## src/rtl/fetch_pkg.sv

```systemverilog
// Shared types and constants for the instruction-fetch front end.
// Provides widths, PC step, the self-loop halt encoding and fetch_entry_t.
package fetch_pkg;

  localparam int PC_W    = 8;
  localparam int INSTR_W = 32;
  localparam int PC_STEP = 4;

  localparam logic [INSTR_W-1:0] HALT_INSTR = 32'h00000063;

  typedef struct packed {
    logic [PC_W-1:0]    pc;
    logic [INSTR_W-1:0] instr;
  } fetch_entry_t;

endpackage

```

## src/rtl/fetch_fifo.sv

```systemverilog
// Synchronous FIFO of fetch_entry_t; flush beats push and pop.
// Ports: i_clk, i_rst_n, i_push/i_pop/i_flush, i_data, o_head, o_full, o_empty, o_count.
module fetch_fifo
  import fetch_pkg::*;
#(
  parameter int DEPTH = 2,
  localparam int AW = $clog2(DEPTH),
  localparam int CW = AW + 1
) (
  input  logic          i_clk,
  input  logic          i_rst_n,
  input  logic          i_push,
  input  logic          i_pop,
  input  logic          i_flush,
  input  fetch_entry_t  i_data,
  output fetch_entry_t  o_head,
  output logic          o_full,
  output logic          o_empty,
  output logic [CW-1:0] o_count
);

  fetch_entry_t  r_mem [DEPTH];
  logic [AW-1:0] r_wr_ptr;
  logic [AW-1:0] r_rd_ptr;
  logic [CW-1:0] r_count;

  always_ff @(posedge i_clk) begin
    if (!i_rst_n || i_flush) begin
      r_wr_ptr <= '0;
      r_rd_ptr <= '0;
      r_count  <= '0;
    end else begin
      if (i_push) begin
        r_mem[r_wr_ptr] <= i_data;
        r_wr_ptr        <= r_wr_ptr + AW'(1);
      end
      if (i_pop) begin
        r_rd_ptr <= r_rd_ptr + AW'(1);
      end
      r_count <= r_count + CW'(i_push) - CW'(i_pop);
    end
  end

  assign o_head  = r_mem[r_rd_ptr];
  assign o_full  = (r_count == CW'(DEPTH));
  assign o_empty = (r_count == '0);
  assign o_count = r_count;

endmodule

```

## src/rtl/fetch_unit.sv

```systemverilog
// Fetch front end: PC register, fetch buffer, redirect flush, optional halt.
// Ports: sysclk, rst_n, curr_pc, instr_in, redirect_valid/redirect_pc,
//   out_valid/out_ready/out_pc/out_instr, halted.
// Option: define FETCH_HALT_DETECT_EN to stop fetching after a beq x0,x0,0.
module fetch_unit
  import fetch_pkg::*;
#(
  parameter logic [PC_W-1:0] RESET_PC   = '0,
  parameter int              FIFO_DEPTH = 2
) (
  input  logic               sysclk,
  input  logic               rst_n,
  output logic [PC_W-1:0]    curr_pc,
  input  logic [INSTR_W-1:0] instr_in,
  input  logic               redirect_valid,
  input  logic [PC_W-1:0]    redirect_pc,
  output logic               out_valid,
  input  logic               out_ready,
  output logic [PC_W-1:0]    out_pc,
  output logic [INSTR_W-1:0] out_instr,
  output logic               halted
);

  localparam int CW = $clog2(FIFO_DEPTH) + 1;

  logic [PC_W-1:0] r_pc;
  logic            w_push;
  logic            w_pop;
  logic            w_full;
  logic            w_empty;
  logic            w_halted;
  logic [CW-1:0]   w_count;
  fetch_entry_t    w_in;
  fetch_entry_t    w_head;
  logic            w_unused_bits;

  assign w_pop  = out_valid & out_ready;
  assign w_push = !redirect_valid & !w_halted & (!w_full | w_pop);
  assign w_in   = '{pc: r_pc, instr: instr_in};

  fetch_fifo #(
    .DEPTH (FIFO_DEPTH)
  ) u_fifo (
    .i_clk   (sysclk),
    .i_rst_n (rst_n),
    .i_push  (w_push),
    .i_pop   (w_pop),
    .i_flush (redirect_valid),
    .i_data  (w_in),
    .o_head  (w_head),
    .o_full  (w_full),
    .o_empty (w_empty),
    .o_count (w_count)
  );

  always_ff @(posedge sysclk) begin
    if (!rst_n) begin
      r_pc <= RESET_PC;
    end else if (redirect_valid) begin
      r_pc <= {redirect_pc[PC_W-1:2], 2'b00};
    end else if (w_push) begin
      r_pc <= r_pc + PC_W'(PC_STEP);
    end
  end

`ifdef FETCH_HALT_DETECT_EN
  logic r_halted;

  always_ff @(posedge sysclk) begin
    if (!rst_n) begin
      r_halted <= 1'b0;
    end else if (redirect_valid) begin
      r_halted <= 1'b0;
    end else if (w_push && (instr_in == HALT_INSTR)) begin
      r_halted <= 1'b1;
    end
  end

  assign w_halted = r_halted;
`else
  assign w_halted = 1'b0;
`endif

  // Misaligned redirect bits are dropped; count is informational only.
  assign w_unused_bits = ^{redirect_pc[1:0], w_count};

  assign curr_pc   = r_pc;
  assign out_valid = !w_empty;
  assign out_pc    = out_valid ? w_head.pc : '0;
  assign out_instr = out_valid ? w_head.instr : '0;
  assign halted    = w_halted;

endmodule

```

## config.mk

```make
export PLATFORM = sky130hd
export DESIGN_NAME = fetch_unit
export DESIGN_NICKNAME = d
export VERILOG_FILES = /design/src/rtl/fetch_pkg.sv /design/src/rtl/fetch_fifo.sv /design/src/rtl/fetch_unit.sv
export SDC_FILE = /design/constraint.sdc
export NUM_CORES = 1
export LEC_CHECK = 0
export CORE_MARGIN = 8
export CORE_UTILIZATION = 51
export DETAILED_ROUTE_END_ITERATION = 7
export GPL_TIMING_DRIVEN = 0
export PLACE_DENSITY = 0.91
export SYNTH_ARGS = -nofsm -noshare
export SYNTH_HDL_FRONTEND = slang
export SYNTH_SLANG_ARGS = --single-unit
```

## constraint.sdc

```tcl
create_clock -name sysclk -period 8.15 [get_ports sysclk]
set_clock_uncertainty 0.15 [all_clocks]
set_input_delay 1.63 -clock sysclk [delete_from_list [all_inputs] [get_ports sysclk]]
set_output_delay 1.63 -clock sysclk [all_outputs]
set_load 0.005 [all_outputs]
```

==> impl_metrics.yaml <==
synthesis:
  yosys.area_share.xor_xnor: 0.0102
  synth_compound_area_frac: 0.0255
  async_reset_ff_frac: 0
  yosysMostFrequentCell: "edfxtp_1"
  yosysWarnings: 0
  syn_inst: 229
  synth_area_leaders: "edfxtp_1 66%, mux2i_1 11%, dfxtp_1 6.4%"
  netlist_area_sq_mm: 0.00343
  ys_types: 25
  synth_top_area_cell: "edfxtp_1"
  yosysSeqAreaShare: 0.729
  ys_ff_latch: 87
  muxShareOfSynthArea: 0.114
  synth_simple_gate_area_frac: 0.0773
  synthTopCellsByCount: "76 x edfxtp_1, 43 x nor2_1, 39 x mux2i_1"
  ys.flop_type: "edfxtp_1"
  synthAdderAreaFrac: 0.0109
  synth_top_family_by_area: "multiplexers"
  avgSynthCellArea_sq_um: 15.0
  synth_edf_count: 76
  synth_top_area_frac: 0.665
power_and_ir_drop:
  p_seq_frac: 0.553
  switching_share: 0.207
  vdd_drop_max_v: 0.000123
  power.share.clock: 0.341
  internal_power_mw: 0.731
  p_leak_nw: 1.60
  power_frac_comb: 0.106
  switching_power_mw: 0.190
  p_per_area_mw_per_mm2: 196
detailed_routing:
  route.detailed.drc: 0
  drtIter0Drc: 34
  wirelength_microns: 6740
  route.detailed.wl_per_inst_microns: 16.0
  via_count: 2087
  first_pass_iters: 4
  ant_nets: 0
  vias_per_cell: 4.96
final_layout:
  area_growth_pct: 37.1
  nNetsFinal: 383
  design_area_sq_mm: 0.00471
  fillerInstances: 459
  insertedDiodeCount: 0
  multi_input_area_sq_um: 845
  seqCellArea_sq_mm: 0.00250
  layout-drive-gt1-share: 0.109
sta:
  finalCritPeriodShare: 0.464
  worst_slack_ps: 4360
  slew_headroom: 0.575
  fmax_ghz: 0.264
  rsz0062_at_grt: "false"
  worst_slew_pin_slew_ps: 635
  setup_viol: 0
  setup_tns_ps: 0
  hold_viol: 0
  fin_crit_ps: 3790
  slew_viol_final: 0
clocking:
  cts.sink_count: 87
  post-cts-setup-buffers: 0
  cts_tree: "yes"
  cts_resized: 0
  cts_buffer_depth: 2
  clockRootBuffer: "clkbuf_8"
  clk_latency_ps: 340
  cts_buffers: 9
  htreeDepth: 3
  cts-hold-fix-buffers: 0
  path_clk_slew_ps: 80
worst_setup_path:
  cp_max_fo: 10
  arrival_ps: 2010
  r2r-end: "u_fifo.o_count[1]$_SDFF_PP0_"
  crit_type: "reg -> out"
  reg2regPathDepth: 9
  startpoint_type: "flip-flop"
  endpoint: "out_instr[24]"
  r2r-start: "u_fifo.o_count[1]$_SDFF_PP0_"
  end_kind: "output port"
  worstPathRequired_ps: 6370
  rrSetupSlack_ps: 6030
place:
  gp_congestion: 0.767
  dp_hpwl_microns: 4980
  dpl_cell_area_sq_mm: 0.00449
  io_buffers: 86
  place_ws_ps: 4190
global_routing:
  grt_max_degree: 15
  track_usage: 0.148
  antenna_found_initial: 0
  grt_pass1_wl_microns: 11200
  grt-ovfl-total: 0
  grt_pass1_vias: 2290
die:
  core.rowCount: 30
  dieArea_sq_mm: 0.00961
  io_pins: 94
  start_util: 0.517
  die_x_microns: 98.0
  fp.dieH_microns: 98.0
  core_sq_mm: 0.00664
outcome:
  status: "completed"
flow_run:
  cap_violations: 0
min_path:
  hold_class: "reg -> reg"
-- power by group through the flow --
stage	Sequential, mW	Clock (mW)	Combinational [mW]
final	0.509	0.314	0.0980
after global routing	0.511	0.339	0.108
after CTS	0.509	0.322	0.0999
after detailed placement	0.520	0	0.0995
after global placement	0.520	0	0.0931
after floorplan	0.519	0	0.0370
-- cell families (layout without fill, tap and decap cells) --
group	count (synthesis)	after routing
fa+ha+maj	3	3
compound gates	16	16
other cells	1	5
buf+inv	20	128
mux	39	39
flops	87	87
xor+xnor	4	4
simple gates	59	59
-- stage by stage --
step	hold slack, ps	total power, mW	utilization	cells
finish	368	0.921	0.708	421
global route	383	0.958	0.708	421
CTS	375	0.932	0.708	421
detailed placement	355	0.619	0.676	405
global placement	335	0.613	0.663	399
floorplan	322	0.556	-	233
-- critical path, stage by stage (launching register included) --
cell and delay [ps]:
dfxtp_1 320, buf_2 290, buf_4 280, mux2i_1 100, nor2_1 140, clkdlybuf4s50_1 530
-- layout make-up --
cell class / instances / area share
inverter: 5 / 0.00399
sequential: 87 / 0.532
clock buffer: 10 / 0.0271
multi-input combinational: 126 / 0.179
clock inverter: 6 / 0.0181
buffer: 15 / 0.0194
tap: 80 / 0.0213
timing repair buffer: 92 / 0.199
-- cell usage in the layout, fill, tap and decap left out, drive strengths merged, types with 3 or more instances in the layout --
master / count
ha: 3
inv: 5
or3: 3
o21ai: 10
edfxtp: 76
a31oi: 4
xor2: 4
clkbuf: 13
mux2i: 39
nor2: 43
buf: 18
clkdlybuf4s50: 86
dfxtp: 11
nand3: 3
conb: 5
-- routing by layer --
layer,track usage,share of wire,vias to the layer above
li1,-,-,1044
met1,0.165,0.42,973
met2,0.254,0.50,60
met3,0.0434,0.059,10
met4,0.0695,0.017,0
met5,0,0,-
-- flip-flops by register name, indices dropped and copies added, names as in the netlist, named ones only --
register / flops
curr_pc: 6
u_fifo.r_mem: 76
u_fifo.o_count: 2
u_fifo.r_wr_ptr: 1
u_fifo.r_rd_ptr: 1
-- worst min path at each step --
stage | slack [ps] | end | cells past startpoint | start
2_1_floorplan | 320 | flip-flop | 2 | u_fifo.r_rd_ptr$_SDFFE_PP0P_
3_3_place_gp | 330 | u_fifo.r_rd_ptr$_SDFFE_PP0P_ | 2 | u_fifo.r_rd_ptr$_SDFFE_PP0P_
3_5_place_dp | 350 | flip-flop | 2 | u_fifo.r_rd_ptr$_SDFFE_PP0P_
4_1_cts | 370 | u_fifo.r_mem[1][39]$_DFFE_PP_ | 0 | curr_pc[7]$_SDFFE_PN0P_
5_1_grt | 380 | u_fifo.r_mem[1][39]$_DFFE_PP_ | 0 | curr_pc[7]$_SDFFE_PN0P_
6_report | 370 | u_fifo.r_mem[1][39]$_DFFE_PP_ | 0 | curr_pc[7]$_SDFFE_PN0P_
(Power assumes the default switching activity.)
